### src/rtl/v2f_link_rx_pkg.sv
// Shared types, header layout and helpers for the v2f wire-link receiver.
package v2f_link_pkg;

  typedef enum logic [1:0] {IDLE, PAYLOAD, CHECK, DROP} state_e;

  localparam int LEN_LSB   = 0;
  localparam int LEN_MSB   = 7;
  localparam int MAGIC_LSB = 8;

  localparam logic [23:0] MAGIC_DEFAULT = 24'hF0C7A1;

  // One FIFO entry: payload word plus end-of-frame marker.
  typedef struct packed {
    logic        last;
    logic [31:0] dat;
  } meta_t;

  function automatic logic [15:0] sat_inc(input logic [15:0] v);
    return (v == 16'hFFFF) ? v : v + 16'd1;
  endfunction

endpackage

### src/rtl/v2f_link_rx_if.sv
// Link-side word input and valid/ready output of the receiver.
// master = link source + consumer; slave = the receiver.
interface v2f_link_rx_if;
  logic        link_valid;
  logic [31:0] link_data;
  logic        out_valid;
  logic        out_ready;
  logic [31:0] out_data;
  logic        out_last;

  modport master (
    output link_valid, link_data, out_ready,
    input  out_valid, out_data, out_last
  );

  modport slave (
    input  link_valid, link_data, out_ready,
    output out_valid, out_data, out_last
  );
endinterface

### src/rtl/v2f_link_rx_fifo.sv
// Store-and-forward FIFO with speculative write pointer: commit publishes, rollback discards.
// Read data is combinational at rd; reads only ever see committed entries.
module v2f_link_fifo
  import v2f_link_pkg::*;
#(
  parameter int DEPTH = 16
) (
  input  logic                   clk,
  input  logic                   rst,
  input  logic                   write,
  input  meta_t                  wr_dat,
  input  logic                   commit,
  input  logic                   rollback,
  input  logic                   read,
  output meta_t                  rd_dat,
  output logic                   empty,
  output logic [$clog2(DEPTH):0] free
);

  localparam int AW = $clog2(DEPTH);
  localparam int PW = AW + 1;

  meta_t         mem_q [DEPTH];
  logic [PW-1:0] rd_q, rd_d;
  logic [PW-1:0] wr_spec_q, wr_spec_d;
  logic [PW-1:0] wr_commit_q, wr_commit_d;

  assign empty  = (rd_q == wr_commit_q);
  assign rd_dat = mem_q[rd_q[AW-1:0]];
  assign free   = PW'(DEPTH) - (wr_spec_q - rd_q);

  always_comb begin
    rd_d        = rd_q;
    wr_spec_d   = wr_spec_q;
    wr_commit_d = wr_commit_q;
    if (read && !empty) rd_d = rd_q + PW'(1);
    if (rollback)       wr_spec_d = wr_commit_q;
    else if (write)     wr_spec_d = wr_spec_q + PW'(1);
    if (commit)         wr_commit_d = wr_spec_q;
  end

  always_ff @(posedge clk) begin
    if (rst) begin
      rd_q        <= '0;
      wr_spec_q   <= '0;
      wr_commit_q <= '0;
    end else begin
      rd_q        <= rd_d;
      wr_spec_q   <= wr_spec_d;
      wr_commit_q <= wr_commit_d;
    end
    if (write) mem_q[wr_spec_q[AW-1:0]] <= wr_dat;
  end

endmodule

### src/rtl/v2f_link_rx.sv
// Frame parser for the no-backpressure word link; only checksum-good frames reach the consumer.
// First word shows on out_valid the cycle after the checksum word; consumer stalls never stall the link.
module v2f_link_rx
  import v2f_link_pkg::*;
#(
  parameter int          DEPTH   = 16,
  parameter int          MAX_LEN = 8,
  parameter logic [23:0] MAGIC   = MAGIC_DEFAULT,
  parameter int          TIMEOUT = 32
) (
  input  logic          clk,
  input  logic          rst,
  v2f_link_rx_if.slave  bus,
  output logic [15:0]   frames_ok,
  output logic [15:0]   frames_bad,
  output logic          busy
);

  localparam int PW = $clog2(DEPTH) + 1;
  localparam int GW = $clog2(TIMEOUT + 1);

  state_e        state_q, state_d;
  logic [7:0]    len_q, len_d;
  logic [7:0]    cnt_q, cnt_d;
  logic [31:0]   sum_q, sum_d;
  logic [GW-1:0] gap_q, gap_d;
  logic [15:0]   ok_q, ok_d;
  logic [15:0]   bad_q, bad_d;
  logic          busy_q, busy_d;

  logic          fifo_write, fifo_commit, fifo_rollback, fifo_empty;
  meta_t         fifo_wr_dat, fifo_rd_dat;
  logic [PW-1:0] fifo_free;

  logic [7:0]    hdr_len;
  logic [23:0]   hdr_magic;
  logic          hdr_ok;
  logic [GW-1:0] gap_inc;
  logic          timeout;

  assign hdr_len   = bus.link_data[LEN_MSB:LEN_LSB];
  assign hdr_magic = bus.link_data[31:MAGIC_LSB];
  assign hdr_ok    = (hdr_magic == MAGIC) && (hdr_len != 8'd0) &&
                     ({24'd0, hdr_len} <= 32'(MAX_LEN));
  assign gap_inc   = gap_q + GW'(1);
  assign timeout   = (gap_inc == GW'(TIMEOUT));

  always_comb begin
    state_d       = state_q;
    len_d         = len_q;
    cnt_d         = cnt_q;
    sum_d         = sum_q;
    gap_d         = gap_q;
    ok_d          = ok_q;
    bad_d         = bad_q;
    fifo_write    = 1'b0;
    fifo_wr_dat   = '0;
    fifo_commit   = 1'b0;
    fifo_rollback = 1'b0;

    if (state_q == IDLE) begin
      gap_d = '0;
      if (bus.link_valid) begin
        sum_d = '0;
        cnt_d = '0;
        if (!hdr_ok) begin
          bad_d = sat_inc(bad_q);
        end else begin
          len_d = hdr_len;
          // Space is reserved once, here; reads during the frame only add room.
          if (32'(fifo_free) >= 32'(hdr_len)) begin
            state_d = PAYLOAD;
          end else begin
            state_d = DROP;
            bad_d   = sat_inc(bad_q);
          end
        end
      end
    end else if (bus.link_valid) begin
      gap_d = '0;
      case (state_q)
        PAYLOAD: begin
          fifo_write       = 1'b1;
          fifo_wr_dat.dat  = bus.link_data;
          fifo_wr_dat.last = (cnt_q + 8'd1 == len_q);
          sum_d            = sum_q + bus.link_data;
          cnt_d            = cnt_q + 8'd1;
          if (cnt_q + 8'd1 == len_q) state_d = CHECK;
        end
        CHECK: begin
          if (bus.link_data == sum_q) begin
            fifo_commit = 1'b1;
            ok_d        = sat_inc(ok_q);
          end else begin
            fifo_rollback = 1'b1;
            bad_d         = sat_inc(bad_q);
          end
          state_d = IDLE;
        end
        default: begin
          // DROP swallows len payload words plus the checksum.
          cnt_d = cnt_q + 8'd1;
          if (cnt_q == len_q) state_d = IDLE;
        end
      endcase
    end else if (timeout) begin
      gap_d         = '0;
      fifo_rollback = 1'b1;
      if (state_q != DROP) bad_d = sat_inc(bad_q);
      state_d = IDLE;
    end else begin
      gap_d = gap_inc;
    end

    busy_d = (state_d != IDLE);
  end

  always_ff @(posedge clk) begin
    if (rst) begin
      state_q <= IDLE;
      len_q   <= '0;
      cnt_q   <= '0;
      sum_q   <= '0;
      gap_q   <= '0;
      ok_q    <= '0;
      bad_q   <= '0;
      busy_q  <= 1'b0;
    end else begin
      state_q <= state_d;
      len_q   <= len_d;
      cnt_q   <= cnt_d;
      sum_q   <= sum_d;
      gap_q   <= gap_d;
      ok_q    <= ok_d;
      bad_q   <= bad_d;
      busy_q  <= busy_d;
    end
  end

  v2f_link_fifo #(.DEPTH(DEPTH)) u_fifo (
    .clk      (clk),
    .rst      (rst),
    .write    (fifo_write),
    .wr_dat   (fifo_wr_dat),
    .commit   (fifo_commit),
    .rollback (fifo_rollback),
    .read     (bus.out_ready),
    .rd_dat   (fifo_rd_dat),
    .empty    (fifo_empty),
    .free     (fifo_free)
  );

  assign bus.out_valid = ~fifo_empty;
  assign bus.out_data  = fifo_rd_dat.dat;
  assign bus.out_last  = fifo_rd_dat.last;
  assign frames_ok     = ok_q;
  assign frames_bad    = bad_q;
  assign busy          = busy_q;

endmodule

### src/flat_wrapper.sv
// flat-port wrapper written by rule: the top's interface ports become plain ports
module v2f_link_rx_flat import v2f_link_pkg::*;
#(
  parameter int          DEPTH   = 16,
  parameter int          MAX_LEN = 8,
  parameter logic [23:0] MAGIC   = MAGIC_DEFAULT,
  parameter int          TIMEOUT = 32
)
  (clk, rst, frames_ok, frames_bad, busy, bus_link_valid, bus_link_data, bus_out_ready, bus_out_valid, bus_out_data, bus_out_last);
  v2f_link_rx_if bus_i ();
  input  logic clk;
  input  logic rst;
  output logic [15:0] frames_ok;
  output logic [15:0] frames_bad;
  output logic busy;
  input wire logic [$bits(bus_i.link_valid)-1:0] bus_link_valid;
  input wire logic [$bits(bus_i.link_data)-1:0] bus_link_data;
  input wire logic [$bits(bus_i.out_ready)-1:0] bus_out_ready;
  output wire logic [$bits(bus_i.out_valid)-1:0] bus_out_valid;
  output wire logic [$bits(bus_i.out_data)-1:0] bus_out_data;
  output wire logic [$bits(bus_i.out_last)-1:0] bus_out_last;
  assign bus_i.link_valid = bus_link_valid;
  assign bus_i.link_data = bus_link_data;
  assign bus_i.out_ready = bus_out_ready;
  assign bus_out_valid = bus_i.out_valid;
  assign bus_out_data = bus_i.out_data;
  assign bus_out_last = bus_i.out_last;
  v2f_link_rx #(.DEPTH(DEPTH), .MAX_LEN(MAX_LEN), .MAGIC(MAGIC), .TIMEOUT(TIMEOUT)) u_core (.clk(clk), .rst(rst), .bus(bus_i), .frames_ok(frames_ok), .frames_bad(frames_bad), .busy(busy));
endmodule
### config.mk
export PLATFORM = sky130hd
export DESIGN_NAME = v2f_link_rx_flat
export DESIGN_NICKNAME = d
export VERILOG_FILES = /design/src/rtl/v2f_link_rx_pkg.sv /design/src/rtl/v2f_link_rx_if.sv /design/src/rtl/v2f_link_rx_fifo.sv /design/src/rtl/v2f_link_rx.sv /design/src/flat_wrapper.sv
export SDC_FILE = /design/constraint.sdc
export NUM_CORES = 1
export LEC_CHECK = 0
export CORE_MARGIN = 2
export CORE_UTILIZATION = 35
export CTS_CLUSTER_SIZE = 16
export DETAILED_ROUTE_END_ITERATION = 7
export GPL_TIMING_DRIVEN = 0
export HOLD_SLACK_MARGIN = 0.05
export REMOVE_ABC_BUFFERS = 1
export SYNTH_ARGS = -nofsm -noshare
export SYNTH_HDL_FRONTEND = slang
export SYNTH_SLANG_ARGS = --single-unit
### constraint.sdc
create_clock -name clk -period 4.8 [get_ports clk]
set_input_delay 0.96 -clock clk [delete_from_list [all_inputs] [get_ports clk]]
set_output_delay 0.96 -clock clk [all_outputs]
set_load 0.05 [all_outputs]
==> impl_results.md, run 1 <==
- Fin crit share: 94.51%
- Post-DR wirelength/cell: 23.34 um
- Startpoint types: input port
- Commonest non-fill, non-tap cell in the layout: edfxtp_1
- Most frequent cells in the layout: edfxtp_1, mux4_2, dfxtp_1
- Layout cell share with drive strength beyond 1: 20.13%
- Worst Min Path Start: u_core.sum_q[17]$_SDFFE_PP0P_
- Peak VDD IR: 0.2450 mV
- Layout area overhead: 19.05%
- CTS tree: built
- R2R Path End: u_core.u_fifo.mem_q[3][22]$_DFFE_PP_
- Vias in the first global route: 15510
- DRT Wirelength: 66350 um
- Synth Warn #: 0
- Initial Utilization: 35.36%
- Int Pwr: 8.950 mW
- EDFF count, synth: 528
- Outcome: finished, final reports clean
- CTS H-tree depth: 3
- Clock latency on the worst-skew pair: 0.61 ns
- Sw frac: 20.73%
- Leakage: 11.67 nW
- Syn_area_per_cell: 16.60 sq um
- R2R Path Start: u_core.state_q[1]$_SDFF_PP0_
- Synthesized instance count: 1621
- Clock skew: 0.01914 ns
- Pwr dens: 352.5 nW/um^2
- FF+latch area: 18030 sq um
- Starting DRC count in detailed routing: 1471
- First-pass GRT wire length: 98330 um
- Mapped Area: 26900 sq um
- CORE AREA: 76080 sq um
- Worst path arrival time: 4.84 ns
- Clock buffer depth: 3
- Routability Congestion: 0.8380
- #FFs+latches synth: 636
- Aggregate global routing overflow: 0
- Hold Crit Class: flop to flop
- Filler instances: 6747
- Initial antenna violation count: 5
- Largest net degree at the start of global routing: 81
- Die height: 281.3 um
- Worst-Margin Slew: 1.305 ns
- # IOs: 103
- Element type at the critical path end: flop
- Setup-failing EPs final: 0
- Final ANT Viol Nets: 0
- Slew margin rel.: 12.85%
- Detail Placement HPWL: 42120 um
- Die width: 281.3 um
- Vias: 15280
- # nets final: 1854
- WHS Endpoint: u_core.sum_q[17]$_SDFFE_PP0P_
- Req. time, crit path: 5.10 ns
- Total CTS buffers: 70
- Sequential share of power: 52.2%
- RSZ-0062 raised after global routing: no
- Drt drc: 0
- Crit path kind: input port to flop
- Clock transition at path regs: 0.07 ns
- Asr flop ratio synth: 0%
- Clock Power Share: 45.8%
- FMAX: 220.4 MHz
- Clock Sinks: 636
- Combinational share of power: 2.0%
- Seq/Total Area, Yosys: 66.97%
- Pins Over Slew Limit: 0
- Placed insts: 2716
- Initial DRT Pass Iterations: 5
- Vias per Instance: 5.376
- I/O Buffers: 102
- GRT Total Usage: 16.93%
- Hold Fails Final Rpt: 0
- Clk root buf: clkbuf_16
- Yosys cell types: 73
- Area of the multi-input gates: 8547 sq um
- Setup slack, reg-to-reg: 0.42 ns
- Reg2reg path depth: 10
- Non-filler cells, final: 2843
- Area of the die: 79100 sq um
- Ys flop type: edfxtp_1
- Min Clock Period, post-route: 4.536 ns
- WHS Path Cells: 2
- # rows: 101
- Net switching power: 2.340 mW
- Setup_tns: 0 ns
- CP Max Fanout: 25
- Diode count: 0
- Max-Cap Viols: 0
-- what timing repair did --
| item | 4_1_cts | 5_1_grt |
|---|---|---|
| resized for setup | 2 | 0 |
| buffers inserted | 2 | 0 |
| endpoints found under the setup margin | 16 | 0 |
| hold buffers | 0 | 0 |
-- cell type report --
cell class	count	share of cell area, %
clock inverters	38	1.039
multi-input cells	868	26.68
clock buffers	87	5.887
inverters	35	0.4102
flip-flops and latches	636	56.29
well taps	1030	4.024
repair buffers	149	5.664
-- cells in the mapped netlist (all sizes together) (16+ instances only) --
cell type	n	area, sq um
clkbuf	65	246.5
inv	35	131.4
nand4	16	115.1
a21oi	59	295.3
edfxtp	528	15860
ha	56	700.7
xor2	29	254.0
nor3	19	110.1
xnor2	36	315.3
and3	42	264.0
mux4	165	3716
nor2	106	405.4
a22oi	16	120.1
nand2	60	225.2
or3	29	182.7
nand3	22	110.1
a21o	21	157.7
buf	17	82.57
dfxtp	108	2162
o21ai	50	250.2
mux2i	16	160.2
-- registers in the layout, indices dropped and copies added, names as in the netlist, named ones only --
signal,count
u_core.cnt_q,8
u_core.state_q,2
u_core.u_fifo.rd_q,5
u_core.busy,1
u_core.len_q,8
u_core.u_fifo.mem_q,528
u_core.gap_q,6
u_core.u_fifo.wr_commit_q,5
u_core.u_fifo.wr_spec_q,5
u_core.frames_ok,16
u_core.sum_q,32
u_core.frames_bad,16
-- through the flow --
stage / worst slack, ns / total power [mW] / hold WS [ns] / utilization, % / instance area, sq um
global placement: -7.385 / 6.227 / 0.4407 / 37.97 / 28880
CTS: 0.3133 / 11.41 / 0.4675 / 42.10 / 32030
floorplan: -2.907 / 6.119 / 0.4291 / - / 26570
detailed placement: -0.7623 / 6.238 / 0.4528 / 39.15 / 29780
global route: 0.1130 / 11.65 / 0.4888 / 42.10 / 32030
finish: 0.2636 / 11.29 / 0.4686 / 42.10 / 32030
-- how the worst max path moves through the flow --
stage,end,depth (start not counted),startpoint,slack [ns]
after global routing,u_core.u_fifo.mem_q[3][22]$_DFFE_PP_,9,bus_link_valid,0.11
after CTS,bus_out_data[19],5,flop,0.31
final,u_core.u_fifo.mem_q[3][22]$_DFFE_PP_,9,bus_link_valid,0.26
after global placement,u_core.u_fifo.mem_q[3][18]$_DFFE_PP_,5,bus_link_valid,-7.38
after floorplan,bus_out_data[0],2,flop,-2.91
after detailed placement,u_core.u_fifo.mem_q[3][18]$_DFFE_PP_,9,bus_link_valid,-0.76
-- kinds of logic after synthesis --
logic type / synth area share, %
flip-flops: 66.97
AND/OR/NAND/NOR: 6.785
AO/OA/AOI/OAI: 5.130
multiplexers: 14.45
buffers and inverters: 1.711
XOR/XNOR: 2.200
adder cells (fa/ha/maj): 2.753
-- routing by layer --
metal	wire, um	vias to the layer above	GRT usage, %
met2	31900	497	27.50
met5	26	-	0
met4	1076	4	4.173
met3	4420	86	3.525
met1	28930	7944	23.28
li1	-	6753	-
-- power by group through the flow --
stage / registers, mW / clock network, mW / logic (mW)
after floorplan: 6.02 / 0 / 0.0938
after global placement: 6.02 / 0 / 0.211
after detailed placement: 6.01 / 0 / 0.223
after CTS: 5.90 / 5.28 / 0.224
after global routing: 5.89 / 5.51 / 0.241
final: 5.90 / 5.17 / 0.225
-- worst max-delay path, cell delays in order --
cell and delay, ns:
clkdlybuf4s50_1 0.73, nor2b_4 0.64, buf_16 0.24, and2_2 0.53, nand2_1 0.38, nor3_2 0.67
buf_6 0.24, buf_6 0.18, buf_4 0.23
(Power assumes the default switching activity.)
==> run 2: changes to the inputs <==
--- a/config.mk
+++ b/config.mk
@@ -12,6 +12,8 @@
 export GPL_TIMING_DRIVEN = 0
 export HOLD_SLACK_MARGIN = 0.05
 export REMOVE_ABC_BUFFERS = 1
+export SKIP_CTS_REPAIR_TIMING = 1
+export SLEW_MARGIN = 0
 export SYNTH_ARGS = -nofsm -noshare
 export SYNTH_HDL_FRONTEND = slang
 export SYNTH_SLANG_ARGS = --single-unit
==> run 2 against run 1 <==
  * Clock-buffer cell count is the same
  * Register-to-register slack gained 0.04 ns
  * Utilization hardly changed
  * Wire length decreased by 0.24%
  * Global-route usage hardly changed
  * Critical path type unchanged
  * Largest cell class unchanged
  * Largest power group unchanged
  * Highest routed layer unchanged
==> impl_results.md, run 2 (synthesis results as in run 1) <==
- CORE AREA: 76080 sq um (unchanged)
- Worst path arrival time: 4.79 ns (was 4.84 ns)
- Clock transition at path regs: 0.07 ns (about the same)
- Slew margin rel.: 13.62% (was 12.85%)
- Total power: 11.29 mW (about the same)
- Vias in the first global route: 15530 (was 15510)
- Outcome: finished, final reports clean (unchanged)
- Die height: 281.3 um (unchanged)
- Placed insts: 2716 (unchanged)
- Crit path kind: input port to flop (unchanged)
- Setup Slack @ Placement: -0.7623 ns (unchanged)
- Die width: 281.3 um (unchanged)
- Peak VDD IR: 0.2456 mV (was 0.2450 mV)
- Most Crowded Layer GR: met2 (unchanged)
- Clock buffer depth: 3 (unchanged)
- Placed cell areas: 29780 sq um (unchanged)
- Final hold slack: 0.4688 ns (was 0.4686 ns)
- Initial DRT Pass Iterations: 5 (unchanged)
- Leakage: 11.69 nW (was 11.67 nW)
- Fin crit share: 93.50% (was 94.51%)
- Clock latency on the worst-skew pair: 0.62 ns (was 0.61 ns)
- Max FFs per register: 528 (unchanged)
- Post-DR wirelength/cell: 23.24 um (was 23.34 um)
- Hold Fails Final Rpt: 0 (unchanged)
- Filler instances: 6745 (was 6747)
- CTS H-tree depth: 3 (unchanged)
- Area of the die: 79100 sq um (unchanged)
- GR Util met1: 23.14% (was 23.28%)
- FF+latch area: 18030 sq um (unchanged)
- DRT Wirelength: 66200 um (was 66350 um)
- Setup_tns: 0 ns (unchanged)
- CTS tree: built (unchanged)
- Starting DRC count in detailed routing: 1591 (was 1471)
- Setup-failing EPs final: 0 (unchanged)
- Hold Crit Class: flop to flop (unchanged)
- Routability Congestion: 0.8380 (unchanged)
- CP Max Fanout: 25 (unchanged)
- Vias: 15300 (was 15280)
- Final ANT Viol Nets: 0 (unchanged)
- GRT Total Usage: 16.89% (was 16.93%)
- Worst-Margin Slew: 1.293 ns (was 1.305 ns)
- Detail Placement HPWL: 42120 um (unchanged)
- WHS Path Cells: 2 (unchanged)
- Area of the multi-input gates: 8547 sq um (unchanged)
- Aggregate global routing overflow: 0 (unchanged)
- Req. time, crit path: 5.11 ns (was 5.10 ns)
- Element type at the critical path end: flop (unchanged)
- Total CTS buffers: 70 (unchanged)
- Layout area overhead: 19.18% (was 19.05%)
- Initial Utilization: 35.36% (unchanged)
- RSZ-0062 raised after global routing: no (unchanged)
- Commonest non-fill, non-tap cell in the layout: edfxtp_1 (unchanged)
- Vias per Instance: 5.371 (was 5.376)
- Max-Cap Viols: 0 (unchanged)
- Layout cell share with drive strength beyond 1: 20.40% (was 20.13%)
- Largest net degree at the start of global routing: 81 (unchanged)
- Startpoint types: input port (unchanged)
- Diode count: 0 (unchanged)
- Min Clock Period, post-route: 4.488 ns (was 4.536 ns)
- # rows: 101 (unchanged)
- Initial antenna violation count: 5 (unchanged)
- Clk root buf: clkbuf_16 (unchanged)
- Design area: 32060 sq um (was 32030 sq um)
- M2 GR Usage: 27.48% (was 27.50%)
- Most frequent cells in the layout: edfxtp_1, mux4_2, dfxtp_1 (unchanged)
- # IOs: 103 (unchanged)
- Pins Over Slew Limit: 0 (unchanged)
- Met3 usage: 3.508% (was 3.525%)
- FMAX: 222.8 MHz (was 220.4 MHz)
- Clock Sinks: 636 (unchanged)
- Reg2reg path depth: 10 (unchanged)
- Non-filler cells, final: 2849 (was 2843)
- # nets final: 1860 (was 1854)
- I/O Buffers: 102 (unchanged)
- Clock skew: 0.02266 ns (was 0.01914 ns)
- Setup slack, reg-to-reg: 0.46 ns (was 0.42 ns)
- First-pass GRT wire length: 98100 um (was 98330 um)
- Pwr dens: 352.1 nW/um^2 (was 352.5 nW/um^2)
- Drt drc: 0 (unchanged)
- Final worst setup slack: 0.3121 ns (was 0.2636 ns)
- Core Util, Final: 42.15% (was 42.10%)
-- run 2: changes by cell type in the layout (fill, tap and decap cells not counted) --
cell and change:
buf_4 +7, buf_12 -1, clkdlybuf4s50_1 +1, dlygate4sd2_1 -1
-- run 2: final cells by class --
| class | instances | area share, % |
|---|---|---|
| timing repair buffer | 155 | 5.764 |
| inverter | 35 | 0.4097 |
| tap | 1030 | 4.019 |
| clock buffer | 87 | 5.881 |
| sequential | 636 | 56.23 |
| clock inverter | 38 | 1.038 |
| multi-input combinational | 868 | 26.66 |
-- run 2: worst paths after layout --
kind | from | to
worst max register to register | u_core.state_q[1]$_SDFF_PP0_ | u_core.u_fifo.mem_q[3][22]$_DFFE_PP_
worst max-delay path | bus_link_valid | u_core.u_fifo.mem_q[3][22]$_DFFE_PP_
worst min-delay path | u_core.sum_q[17]$_SDFFE_PP0P_ | u_core.sum_q[17]$_SDFFE_PP0P_
worst min register to register | u_core.sum_q[17]$_SDFFE_PP0P_ | u_core.sum_q[17]$_SDFFE_PP0P_
-- run 2: power breakdown --
group	leakage (nW)	internal [mW]	switching, mW
logic	3.67	0.0798	0.145
registers	6.93	5.89	0.00459
clock network	1.09	2.98	2.19
-- run 2: critical path, cell delays in order --
cell and delay (ns):
clkdlybuf4s50_1 0.73, nor2b_4 0.62, buf_16 0.24, and2_2 0.53
nand2_1 0.38, nor3_2 0.66, buf_6 0.24, buf_6 0.17
buf_4 0.23
-- run 2: layer usage --
layer / vias to the layer above / part of all wire, %
li1: 6770 / -
met1: 7908 / 43
met2: 529 / 48
met3: 91 / 6.9
met4: 4 / 1.8
met5: - / 0.039
